### config.mk
export PLATFORM = sky130hd
export DESIGN_NAME = write_buffer_ctrl
export DESIGN_NICKNAME = d
export VERILOG_FILES = /design/src/rtl/wbuf_pkg.sv /design/src/rtl/wbuf_fifo.sv /design/src/rtl/write_buffer_ctrl.sv
export SDC_FILE = /design/constraint.sdc
export NUM_CORES = 1
export LEC_CHECK = 0
export ABC_AREA = 1
export BUFFER_PORTS_ARGS = -buffer_cell sky130_fd_sc_hd__buf_2
export CORE_ASPECT_RATIO = 0.8
export CORE_MARGIN = 3
export CORE_UTILIZATION = 56
export DETAILED_ROUTE_END_ITERATION = 8
export PLACE_DENSITY = 0.8
export SETUP_SLACK_MARGIN = 0.1
export SLEW_MARGIN = 20
export SYNTH_ARGS = -nofsm -noshare
export SYNTH_HDL_FRONTEND = slang
export SYNTH_HIERARCHICAL = 1
export SYNTH_SLANG_ARGS = --single-unit
### constraint.sdc
create_clock -name clk -period 4.94 [get_ports clk]
set_input_delay 0.494 -clock clk [delete_from_list [all_inputs] [get_ports clk]]
set_output_delay 0.494 -clock clk [all_outputs]
set_load 0.05 [all_outputs]
### src/rtl/wbuf_pkg.sv
// wbuf_pkg: shared types and constants for the write-buffer controller.
//   wb_state_e : controller FSM states
//   WORD_OFS   : byte-offset bits within a 4-byte word (forced to zero on mem_addr)
package wbuf_pkg;

  typedef enum logic [2:0] {
    IDLE,
    WR,
    RD_REQ,
    RD_WAIT,
    RESP
  } wb_state_e;

  localparam int WORD_OFS = 2;

endpackage

### src/rtl/wbuf_fifo.sv
// wbuf_fifo: synchronous FIFO holding buffered write-through stores.
// Ports:
//   clk, reset          : clock, asynchronous active-high reset
//   push_i, din_i       : enqueue request and entry
//   pop_i, dout_o       : dequeue request and head entry (valid when !empty_o)
//   full_o, empty_o     : occupancy flags
//   count_o             : number of entries held (0..DEPTH)
module wbuf_fifo #(
  parameter int  WIDTH = 64,
  parameter int  DEPTH = 4,
  localparam int AW    = $clog2(DEPTH),
  localparam int CW    = AW + 1
) (
  input  logic             clk,
  input  logic             reset,
  input  logic             push_i,
  input  logic [WIDTH-1:0] din_i,
  input  logic             pop_i,
  output logic [WIDTH-1:0] dout_o,
  output logic             full_o,
  output logic             empty_o,
  output logic [CW-1:0]    count_o
);

  logic [WIDTH-1:0] mem_q [DEPTH];
  logic [AW-1:0]    wr_ptr_q, rd_ptr_q;
  logic [CW-1:0]    cnt_q;
  logic             do_push, do_pop;

  assign do_pop  = pop_i && !empty_o;
  // A push into a full FIFO is only legal when the head leaves the same cycle.
  assign do_push = push_i && (!full_o || do_pop);

  always_ff @(posedge clk or posedge reset) begin
    if (reset) begin
      wr_ptr_q <= '0;
      rd_ptr_q <= '0;
      cnt_q    <= '0;
    end else begin
      if (do_push) wr_ptr_q <= wr_ptr_q + AW'(1);
      if (do_pop)  rd_ptr_q <= rd_ptr_q + AW'(1);
      if (do_push && !do_pop)      cnt_q <= cnt_q + CW'(1);
      else if (do_pop && !do_push) cnt_q <= cnt_q - CW'(1);
    end
  end

  // Storage needs no reset: pointers and count define what is valid.
  always_ff @(posedge clk) begin
    if (do_push) mem_q[wr_ptr_q] <= din_i;
  end

  assign dout_o  = mem_q[rd_ptr_q];
  assign count_o = cnt_q;
  assign full_o  = (cnt_q == CW'(DEPTH));
  assign empty_o = (cnt_q == '0);

endmodule

### src/rtl/write_buffer_ctrl.sv
// write_buffer_ctrl: write-through store buffer in front of backing memory.
// Stores are queued in a FIFO and drained one at a time; a miss-fill read is
// only accepted when the buffer is empty, so it always sees earlier stores.
// Ports:
//   clk, reset                                : clock, async active-high reset
//   wr_valid/wr_ready/wr_addr/wr_data         : store stream from the cache
//   rd_valid/rd_ready/rd_addr                 : miss-fill request
//   rd_resp_valid/rd_resp_data                : fill data back to the cache
//   mem_req_valid/mem_req_ready/mem_we/
//   mem_addr/mem_wdata                        : backing-memory request
//   mem_resp_valid/mem_rdata                  : backing-memory read return
module write_buffer_ctrl
  import wbuf_pkg::*;
#(
  parameter int DATA_WIDTH = 32,
  parameter int ADDR_WIDTH = 32,
  parameter int DEPTH      = 4
) (
  input  logic                  clk,
  input  logic                  reset,
  input  logic                  wr_valid,
  output logic                  wr_ready,
  input  logic [ADDR_WIDTH-1:0] wr_addr,
  input  logic [DATA_WIDTH-1:0] wr_data,
  input  logic                  rd_valid,
  output logic                  rd_ready,
  input  logic [ADDR_WIDTH-1:0] rd_addr,
  output logic                  rd_resp_valid,
  output logic [DATA_WIDTH-1:0] rd_resp_data,
  output logic                  mem_req_valid,
  input  logic                  mem_req_ready,
  output logic                  mem_we,
  output logic [ADDR_WIDTH-1:0] mem_addr,
  output logic [DATA_WIDTH-1:0] mem_wdata,
  input  logic                  mem_resp_valid,
  input  logic [DATA_WIDTH-1:0] mem_rdata
);

  localparam int EW = ADDR_WIDTH + DATA_WIDTH;
  localparam int CW = $clog2(DEPTH) + 1;
  localparam logic [ADDR_WIDTH-1:0] WORD_MASK =
    {{(ADDR_WIDTH-WORD_OFS){1'b1}}, {WORD_OFS{1'b0}}};

  wb_state_e             state_q, state_d;
  logic [ADDR_WIDTH-1:0] rd_addr_q, rd_addr_d;
  logic [DATA_WIDTH-1:0] rdata_q, rdata_d;

  logic                  buf_push, buf_pop, buf_full, buf_empty;
  logic [CW-1:0]         buf_count;
  logic [EW-1:0]         head;
  logic [ADDR_WIDTH-1:0] head_addr;
  logic [DATA_WIDTH-1:0] head_data;

  assign {head_addr, head_data} = head;

  // Store acceptance is independent of the FSM; a full buffer never bypasses.
  assign wr_ready = !buf_full;
  assign buf_push = wr_valid && wr_ready;
  assign buf_pop  = (state_q == WR) && mem_req_ready;
  assign rd_ready = (state_q == IDLE) && buf_empty;

  wbuf_fifo #(.WIDTH(EW), .DEPTH(DEPTH)) u_fifo (
    .clk     (clk),
    .reset   (reset),
    .push_i  (buf_push),
    .din_i   ({wr_addr, wr_data}),
    .pop_i   (buf_pop),
    .dout_o  (head),
    .full_o  (buf_full),
    .empty_o (buf_empty),
    .count_o (buf_count)
  );

  // State register
  always_ff @(posedge clk or posedge reset) begin
    if (reset) begin
      state_q   <= IDLE;
      rd_addr_q <= '0;
      rdata_q   <= '0;
    end else begin
      state_q   <= state_d;
      rd_addr_q <= rd_addr_d;
      rdata_q   <= rdata_d;
    end
  end

  // Next state. A read wins over draining only when the buffer is empty, so a
  // store accepted in the same cycle as the read is ordered after it.
  always_comb begin
    state_d   = state_q;
    rd_addr_d = rd_addr_q;
    rdata_d   = rdata_q;
    case (state_q)
      IDLE: begin
        if (rd_valid && buf_empty) begin
          rd_addr_d = rd_addr;
          state_d   = RD_REQ;
        end else if (!buf_empty) begin
          state_d = WR;
        end
      end
      WR:      if (mem_req_ready) state_d = IDLE;
      RD_REQ:  if (mem_req_ready) state_d = RD_WAIT;
      RD_WAIT: begin
        if (mem_resp_valid) begin
          rdata_d = mem_rdata;
          state_d = RESP;
        end
      end
      RESP:    state_d = IDLE;
      default: state_d = IDLE;
    endcase
  end

  // Outputs
  always_comb begin
    mem_req_valid = 1'b0;
    mem_we        = 1'b0;
    mem_addr      = '0;
    mem_wdata     = '0;
    rd_resp_valid = 1'b0;
    case (state_q)
      WR: begin
        mem_req_valid = 1'b1;
        mem_we        = 1'b1;
        mem_addr      = head_addr & WORD_MASK;
        mem_wdata     = head_data;
      end
      RD_REQ: begin
        mem_req_valid = 1'b1;
        mem_addr      = rd_addr_q & WORD_MASK;
      end
      RESP:    rd_resp_valid = 1'b1;
      default: ;
    endcase
  end

  assign rd_resp_data = rdata_q;

  a_fifo_flags: assert property (@(posedge clk) disable iff (reset)
    (buf_full == (buf_count == CW'(DEPTH))) && (buf_empty == (buf_count == '0)));

endmodule

## After elaboration in Yosys (flattened, before gate mapping)

Memory sizes are Yosys's and may differ from the RTL's.
Cells that the tools add are included.

| storage, ports and cells | value |
|---|---|
| register bits after elaboration | 74 |
| memory bits (writable) | 256 |
| input bits | 134 |
| output and inout port bits | 101 |
| logic and storage cells | 55 |
| memories | 1 |

Memories:

| memory | depth | width | rd ports | clocked after memory_dff | wr ports | RTL line | source |
|---|---|---|---|---|---|---|---|
| u_fifo.mem_q | 4 | 64 | 1 | 0 | 1 | wbuf_fifo.sv:25 | `logic [WIDTH-1:0] mem_q [DEPTH];` |

| cells by class | value |
|---|---|
| $add $sub $neg | 4 |
| equal/unequal tests | 9 |
| muxes and demuxes | 15 |
| reduce and logical (&&, ||, !) cells | 20 |

Operators by type and width:

| operator | number |
|---|---|
| case mux 32 bit (2 select lines) | 1 |
| two-way mux 32 bit | 1 |
| two-way mux 3 bit | 7 |
| case mux 3 bit (4 select lines) | 1 |
| logical AND 1 bit | 8 |
| equality test 3 x 2 -> 1 bit (second input constant) | 2 |
| equality test 3 bit (second input constant) | 2 |
| logical NOT 3 bit | 2 |
| inequality test 2 bit (second input constant) | 3 |
| two-way mux 1 bit | 5 |
| adder 2 x 1 -> 2 bit (second input constant) | 2 |
| logical NOT 1 bit | 4 |
| AND reduction 2 bit | 2 |
| AND reduction 4 bit | 1 |
| adder 3 x 1 -> 3 bit (second input constant) | 1 |
| equality test 3 x 1 -> 1 bit (second input constant) | 1 |
| inequality test 3 x 2 -> 1 bit (second input constant) | 1 |
| subtractor 3 x 1 -> 3 bit (second input constant) | 1 |
| nonzero test 2 bit | 1 |
| OR reduction 2 bit | 1 |
| logical OR 1 bit | 1 |

## Longest topological paths before layout

Gate-level depths: netlist (run 1).

| logic depth | value |
|---|---|
| word-level depth | 9 |
| depth in mapped cells | 16 |
| gate-level depth less buffers | 16 |

## Hierarchy

The synthesis (run 1) kept the hierarchy.

By module, submodules not included:

| module | times used | cells each | area an instance (um2) | sequential area each (um2) |
|---|---|---|---|---|
| wbuf_fifo | 1 | 747 | 10159.7 | 7862.5 |
| write_buffer_ctrl | 1 | 468 | 3296.9 | 1626.6 |

## Worst setup path before layout (run 1)

OpenSTA, ideal clock, no wires.

| timing path | value |
|---|---|
| path type | register to register |
| start point | reg state_q[0] |
| end point | mem u_fifo.mem_q[0][0], enable pin |
| library setup time | 487 ps |
| arrival time | 3823 ps |
| required time | 4453 ps |
| setup slack | 630 ps |
| cell stages (with the launch flop) | 9 |
| path buffers | 0 |
| clock period less this slack | 4310 ps |
| cells stage by stage | dfrtp_1 -> inv_1 -> nor2_1 -> nand2_2 -> nor2_1 -> inv_1 -> nand3_1 -> nand2_1 -> nor2_1 |

| on the way | value |
|---|---|
| cells in the longest elaborated chain, start to end | 7 |

Ends and longest elaborated chain:

| element | RTL line | source |
|---|---|---|
| start, declared | write_buffer_ctrl.sv:44 | `wb_state_e state_q, state_d;` |
| start signal, assigned | write_buffer_ctrl.sv:81 | `state_q <= state_d;` |
| equality test 3 x 1 -> 1 bit | write_buffer_ctrl.sv:59 | `assign buf_pop = (state_q == WR) && mem_req_ready;` |
| logical AND 1 bit | write_buffer_ctrl.sv:59 |  |
| named net buf_pop | write_buffer_ctrl.sv:48 | `logic buf_push, buf_pop, buf_full, buf_empty;` |
| logical AND 1 bit | wbuf_fifo.sv:30 | `assign do_pop = pop_i && !empty_o;` |
| logical OR 1 bit | wbuf_fifo.sv:32 | `assign do_push = push_i && (!full_o \|\| do_pop);` |
| logical AND 1 bit | wbuf_fifo.sv:32 |  |
| two-way mux 1 bit | wbuf_fifo.sv:49 | `if (do_push) mem_q[wr_ptr_q] <= din_i;` |
| two-way mux 1 bit (not written as such) | wbuf_fifo.sv:49 |  |
| end, declared | wbuf_fifo.sv:25 |  |

The timed path passes the listed nets, and every way through them passes these cells.

## Final worst setup path (run 1)

| timing path | value |
|---|---|
| start point | reg u_fifo.rd_ptr_q[0] |
| end point | out mem_addr[28] |

| on the way | value |
|---|---|
| cells in the longest elaborated chain, start to end | 2 |

Ends and longest elaborated chain:

| element | RTL line | source |
|---|---|---|
| start, declared | wbuf_fifo.sv:26 | `logic [AW-1:0] wr_ptr_q, rd_ptr_q;` |
| start signal, assigned | wbuf_fifo.sv:41 | `if (do_pop) rd_ptr_q <= rd_ptr_q + AW'(1);` |
| memory read (4 x 64 bit) | -- |  |
| named net head[60] | write_buffer_ctrl.sv:50 | `logic [EW-1:0] head;` |
| case mux 32 bit (2 select lines) | write_buffer_ctrl.sv:122 | `case (state_q)` |
| end, declared | write_buffer_ctrl.sv:33 | `output logic [ADDR_WIDTH-1:0] mem_addr,` |

The timed path passes the listed nets, and every way through them passes these cells.

==> flow_summary.yaml, run 1 <==
worst_setup_path:
  regToRegStartpoint: "state_q[1]"
  worst_setup_path_end_kind: "output port"
  timing.critical_path.required_ps: 4450
  criticalPathCategory: "reg2out"
  timing.critical_path.fanout_max: 85
  capture_instance_of_the_worst_register_to_register_path: "u_fifo/mem_q[1][25]"
  r2r.worst_path.cells: 9
  worst_ep_arrival_time_ps: 3370
  setup.worst_path.start_class: "flop"
  timing.reg2reg.setup_slack_ps: 1700
synth:
  combined_area_of_all_synthesized_cells_um2: 13200
  avg_inst_size_synth_um2: 11.0
  ys.warnings.count: 6
  synthCells: 1195
power:
  peakVddDrop_uv: 611
  power_density_nw_per_um2: 702
  p_switching_w: 0.00475
  seq_power_share: 0.364
  leakage_power_of_the_design_nw: 6.62
  swShare: 0.438
  power.share.clock: 0.216
  report.power.total_w: 0.0108
  p_int_w: 0.00609
  comb_power_share: 0.420
finish:
  area_growth_syn_to_layout_pct: 17.4
  n_fill_cell: 1658
  register_area_um2: 9250
  fin_area_um2: 15500
  post_route_cells_drive_above_1_share: 0.212
  mostFrequentLayoutCell: "sky130_fd_sc_hd__edfxtp_1"
  commonest_cells_after_routing_fill_and_taps_aside: "sky130_fd_sc_hd__edfxtp_1 (248), sky130_fd_sc_hd__nor2_1 (231), sky130_fd_sc_hd__nand2_1 (229)"
  multi_input_combinational_cell_area_um2: 3220
  final_net_count: 1540
sta:
  report.final.slew_viol_count: 0
  tightest_pin_transition_ps: 1000
  number_of_hold_slack_violations_in_the_final_timing_report: 0
  timing.clock.skew_ps: 10.1
  final_critical_path_setup_slack_ps: 1070
  setup_viol: 0
  timing.fmax_ghz: 0.259
  max_slew_margin: 0.330
  timing.setup.tns_ps: 0
  fin_crit_sh: 0.783
  setup_repair_after_global_routing_missed_its_margin: "false"
  min_period_ps: 3870
hold_path:
  timing.hold.worst_endpoint: "rd_resp_data[24]"
  worst_hold_path.num_cells: 3
  min_path_type: "in2reg"
  hold_path_startpoint: "mem_rdata[24]"
cts:
  cts_tree: "yes"
  cts.repair_timing.setup_buffer_count: 0
  clk_latency_worst_skew_pair_ps: 540
  worst_case_clock_buffer_depth: 3
  tritoncts_num_sinks: 320
  post_cts_resize_count: 0
  hold_buffers: 1
  cts_made_buffers: 30
  cts.root.buffer_cell: "sky130_fd_sc_hd__clkbuf_16"
  clk_transition_reported_paths_ps: 60
  clock_tree.htree_level_count: 1
drt:
  drt_drc_violations_left: 0
  routed_via_density: 5.26
  initial_detailed_routing_violation_count: 697
  routed_wire_length_per_instance_um: 16.5
  drt.antenna.violating_nets: 0
  firstDrtPassIters: 5
  finalWirelength_mm: 28.7
  routed_via_count: 9136
status:
  result_of_the_run: "completed"
floorplan:
  rows: 49
  floorplan.die.width_um: 177
  height_of_the_die_um: 143
  placeableCoreArea_um2: 22800
  starting_density_of_the_core: 0.577
  floorplan.die_area_um2: 25400
  floorplan.io_pins: 235
global_route:
  via_count_of_the_first_global_routing_pass: 8624
  first_pass_grt_wire_length_mm: 44.3
  antenna_found_initial: 7
  globalRouteOverflowTotal: 0
  grt_max_degree: 86
  gr-usage-all-layers: 0.220
placement:
  routabilityCongestion: 0.832
  placement.io_buffers: 228
  place_hpwl_mm: 17.5
  pre_cts_slack_ps: 1640
  placed_area_um2: 14400
flow_run:
  maxCapViolCount: 0
power groups by stage:
stage	Sequential, W	Combinational, W	Clock, W
floorplan	0.00431	0.00322	0
global placement	0.00397	0.00444	0
detailed placement	0.00400	0.00452	0
CTS	0.00395	0.00454	0.00238
global route	0.00402	0.00494	0.00249
finish	0.00395	0.00455	0.00234
flip-flops by register name (all words and copies together) (netlist names):
| name | flops |
|---|---|
| u_fifo/mem_q | 248 |
| rd_resp_data | 32 |
| rd_addr_q | 30 |
| state_q | 3 |
| u_fifo/count_o | 3 |
| u_fifo/rd_ptr_q | 2 |
| u_fifo/wr_ptr_q | 2 |
routing by layer:
| metal | vias to the layer above | wire (um) | part of all wire | track usage |
|---|---|---|---|---|
| met5 | - | 25 | 0.00087 | 0 |
| met4 | 6 | 897 | 0.031 | 0.0777 |
| met3 | 68 | 1940 | 0.068 | 0.0441 |
| met2 | 278 | 13900 | 0.48 | 0.354 |
| met1 | 4358 | 12000 | 0.42 | 0.302 |
| li1 | 4426 | - | - | - |
how the worst max path moves through the flow:
stage | slack [ps] | startpoint | depth (start not counted) | end
final | 1070 | u_fifo/rd_ptr_q[0] | 7 | mem_addr[28]
after global routing | 900 | u_fifo/rd_ptr_q[0] | 7 | mem_addr[28]
after CTS | 1050 | u_fifo/rd_ptr_q[0] | 7 | mem_addr[28]
after detailed placement | 1640 | u_fifo/rd_ptr_q[0] | 7 | mem_addr[28]
after global placement | 1710 | u_fifo/rd_ptr_q[0] | 7 | mem_addr[28]
after floorplan | 720 | state_q[0] | 8 | u_fifo/mem_q[0][0]
layout make-up:
cell class | instances | share of cell area
Antenna cell | 7 | 0.00113
Clock buffer | 33 | 0.0507
Clock inverter | 22 | 0.0149
Inverter | 67 | 0.0165
Multi-Input combinational cell | 738 | 0.208
Sequential cell | 320 | 0.599
Tap cell | 306 | 0.0248
Timing Repair Buffer | 243 | 0.0850
worst max-delay path, stage by stage, from the launching register on:
cell	delay [ps]
sky130_fd_sc_hd__dfrtp_4	810
sky130_fd_sc_hd__inv_4	780
sky130_fd_sc_hd__buf_4	390
sky130_fd_sc_hd__o21ai_0	130
sky130_fd_sc_hd__o21ai_1	200
sky130_fd_sc_hd__nand2_1	70
sky130_fd_sc_hd__nand2_1	110
sky130_fd_sc_hd__buf_2	270
per-stage QoR:
stage | utilization | cells | hold slack, ps
final | 0.677 | 1736 | 141
after global routing | 0.677 | 1732 | 121
after CTS | 0.675 | 1728 | 117
after detailed placement | 0.630 | 1672 | 459
after global placement | 0.630 | 1672 | 455
after floorplan | - | 1196 | 297
Note: power is estimated with default switching activity, not from simulation.
==> run 2, diff against run 1 <==
- CORE_UTILIZATION: 56 -> 51
- PLACE_DENSITY: 0.8 -> 0.77
- clock period: 4.94 -> 3.5 ns (I/O delays scaled with it)
==> run 2 against run 1 <==
  * Non-clock buffer count grew 8
  * Utilization shrank 5.1 points
  * Sequential share of layout area shrank 0.56 points
  * Clock power grew 50%
  * First-iteration DRC count shrank 8.6%
  * Combinational power grew 45%
  * Critical path type unchanged
  * Final area grew 0.95%
  * Register-to-register slack lost 840 ps
  * Wire length grew 3.1%
  * Worst setup slack lost 510 ps
  * Cell count grew 1.3%
  * Critical path depth grew 1
==> flow_summary.yaml, run 2 (synthesis results as in run 1) <==
status:
  result_of_the_run: "completed"
sta:
  timing.clock.skew_ps: 17.9
  setup_repair_after_global_routing_missed_its_margin: "false"
  final_critical_path_setup_slack_ps: 564
  report.final.slew_viol_count: 0
  timing.fmax_ghz: 0.341
  max_slew_margin: 0.433
  min_period_ps: 2940
  number_of_hold_slack_violations_in_the_final_timing_report: 0
  setup_viol: 0
  tightest_pin_transition_ps: 848
  fin_crit_sh: 0.839
worst_setup_path:
  timing.critical_path.slowest_cell_delay_ps: 480
  worst_setup_path_end_kind: "output port"
  timing.critical_path.fanout_max: 45
  worst_ep_arrival_time_ps: 2590
  setup.worst_path.start_class: "flop"
  criticalPathCategory: "reg2out"
  critPathSlowestCell: "sky130_fd_sc_hd__clkinv_2"
  timing.critical_path.required_ps: 3150
  cp_common_cell: "sky130_fd_sc_hd__o21ai_1"
  timing.critical_path.cells: "clkinv_2 -> buf_12 -> nor2_1 -> o21ai_1 -> o21ai_1 -> nand2_1 -> o21ai_0 -> buf_2"
drt:
  routed_wire_length_per_instance_um: 16.8
  finalWirelength_mm: 29.6
  initial_detailed_routing_violation_count: 637
  firstDrtPassIters: 4
  routed_via_count: 9147
  routed_via_density: 5.20
  drt.antenna.violating_nets: 0
  drt_drc_violations_left: 0
finish:
  largest_register_ff_count: 248
  final_net_count: 1552
  area_growth_syn_to_layout_pct: 18.5
  multi_input_combinational_cell_area_um2: 3210
  layout.core_utilization: 0.627
  commonest_cells_after_routing_fill_and_taps_aside: "sky130_fd_sc_hd__edfxtp_1 (248), sky130_fd_sc_hd__nor2_1 (231), sky130_fd_sc_hd__nand2_1 (229)"
  reg_with_most_ffs: "u_fifo/mem_q"
  n_fill_cell: 2003
  register_area_um2: 9250
  mostFrequentLayoutCell: "sky130_fd_sc_hd__edfxtp_1"
  post_route_cells_drive_above_1_share: 0.217
floorplan:
  floorplan.io_pins: 235
  floorplan.die_area_um2: 27800
  starting_density_of_the_core: 0.529
  height_of_the_die_um: 150
  rows: 51
  floorplan.die.width_um: 186
  placeableCoreArea_um2: 24900
cts:
  clock_tree.htree_level_count: 2
  tritoncts_num_sinks: 320
  cts.repair_timing.setup_buffer_count: 0
  cts_made_buffers: 34
  clk_latency_worst_skew_pair_ps: 500
  cts.root.buffer_cell: "sky130_fd_sc_hd__clkbuf_16"
  hold_buffers: 1
  clk_transition_reported_paths_ps: 60
  worst_case_clock_buffer_depth: 3
  post_cts_resize_count: 0
  cts_tree: "yes"
hold_path:
  min_path_type: "in2reg"
global_route:
  grt_max_degree: 127
  antenna_found_initial: 5
  gr-usage-all-layers: 0.208
  globalRouteOverflowTotal: 0
  via_count_of_the_first_global_routing_pass: 8777
  first_pass_grt_wire_length_mm: 45.6
flow_run:
  maxCapViolCount: 0
placement:
  routabilityCongestion: 0.780
  pre_cts_slack_ps: 846
  placement.io_buffers: 228
  place_hpwl_mm: 18.5
power:
  leakage_power_of_the_design_nw: 6.71
  peakVddDrop_uv: 960
  power_density_nw_per_um2: 996
-- run 2: changes by cell type in the layout (fill, tap and decap cells not counted), sizes merged --
cell | before | now
clkbuf | 33 | 48
clkinvlp | 4 | 1
buf | 242 | 250
diode | 7 | 4
bufinv | 5 | 3
clkinv | 13 | 8
-- run 2: where the power goes --
part | internal (W) | total [W] | switching, W
combinational | 0.00155 | 0.00661 | 0.00506
clock | 0.00211 | 0.00350 | 0.00139
sequential | 0.00512 | 0.00543 | 0.000315
total | 0.00878 | 0.0155 | 0.00676
-- run 2: worst paths after layout --
check,startpoint,cells past startpoint,end,slack (ps)
worst min-delay path,mem_rdata[10],3,rd_resp_data[10],40
worst min register to register,rd_addr_q[16],2,rd_addr_q[16],470
worst max register to register,state_q[0],9,u_fifo/mem_q[2][24],860
worst max-delay path,u_fifo/rd_ptr_q[1],8,mem_addr[3],560
min in group asynchronous,reset,3,u_fifo/count_o[2],380
max in group asynchronous,reset,4,rd_resp_data[20],2170
-- run 2: per-stage QoR --
stage / instances / area [um2] / total power, W / TNS (ps) / hold slack (ps)
final: 1758 / 15600 / 0.0155 / 0 / 44.8
after global routing: 1755 / 15600 / 0.0164 / 0 / 30.7
after CTS: 1754 / 15600 / 0.0157 / 0 / 20.4
after detailed placement: 1693 / 14500 / 0.0121 / 0 / 323
after global placement: 1693 / 14500 / 0.0120 / 0 / 315
after floorplan: 1196 / 13200 / 0.0106 / -179330 / 153
-- run 2: layout make-up --
class,count,area share
inverters,67,0.0164
flip-flops and latches,320,0.593
clock inverters,12,0.00939
diodes,4,0.000642
clock buffers,48,0.0606
multi-input cells,738,0.206
well taps,318,0.0255
repair buffers,251,0.0884
-- run 2: layer usage --
| metal | GRT usage | vias to the layer above | part of all wire |
|---|---|---|---|
| met5 | 0 | - | 0.0016 |
| met4 | 0.0532 | 6 | 0.016 |
| met3 | 0.0479 | 47 | 0.070 |
| met2 | 0.341 | 283 | 0.50 |
| met1 | 0.284 | 4344 | 0.41 |
| li1 | - | 4467 | - |
-- run 2: critical path: cells and delay by family (launching register included) --
kind                   cells  cell delay (ps)
buffers and inverters      3             1170
DFF                        1              380
AOI/OAI and AO/OA          3              310
and+or+nand+nor            2              220
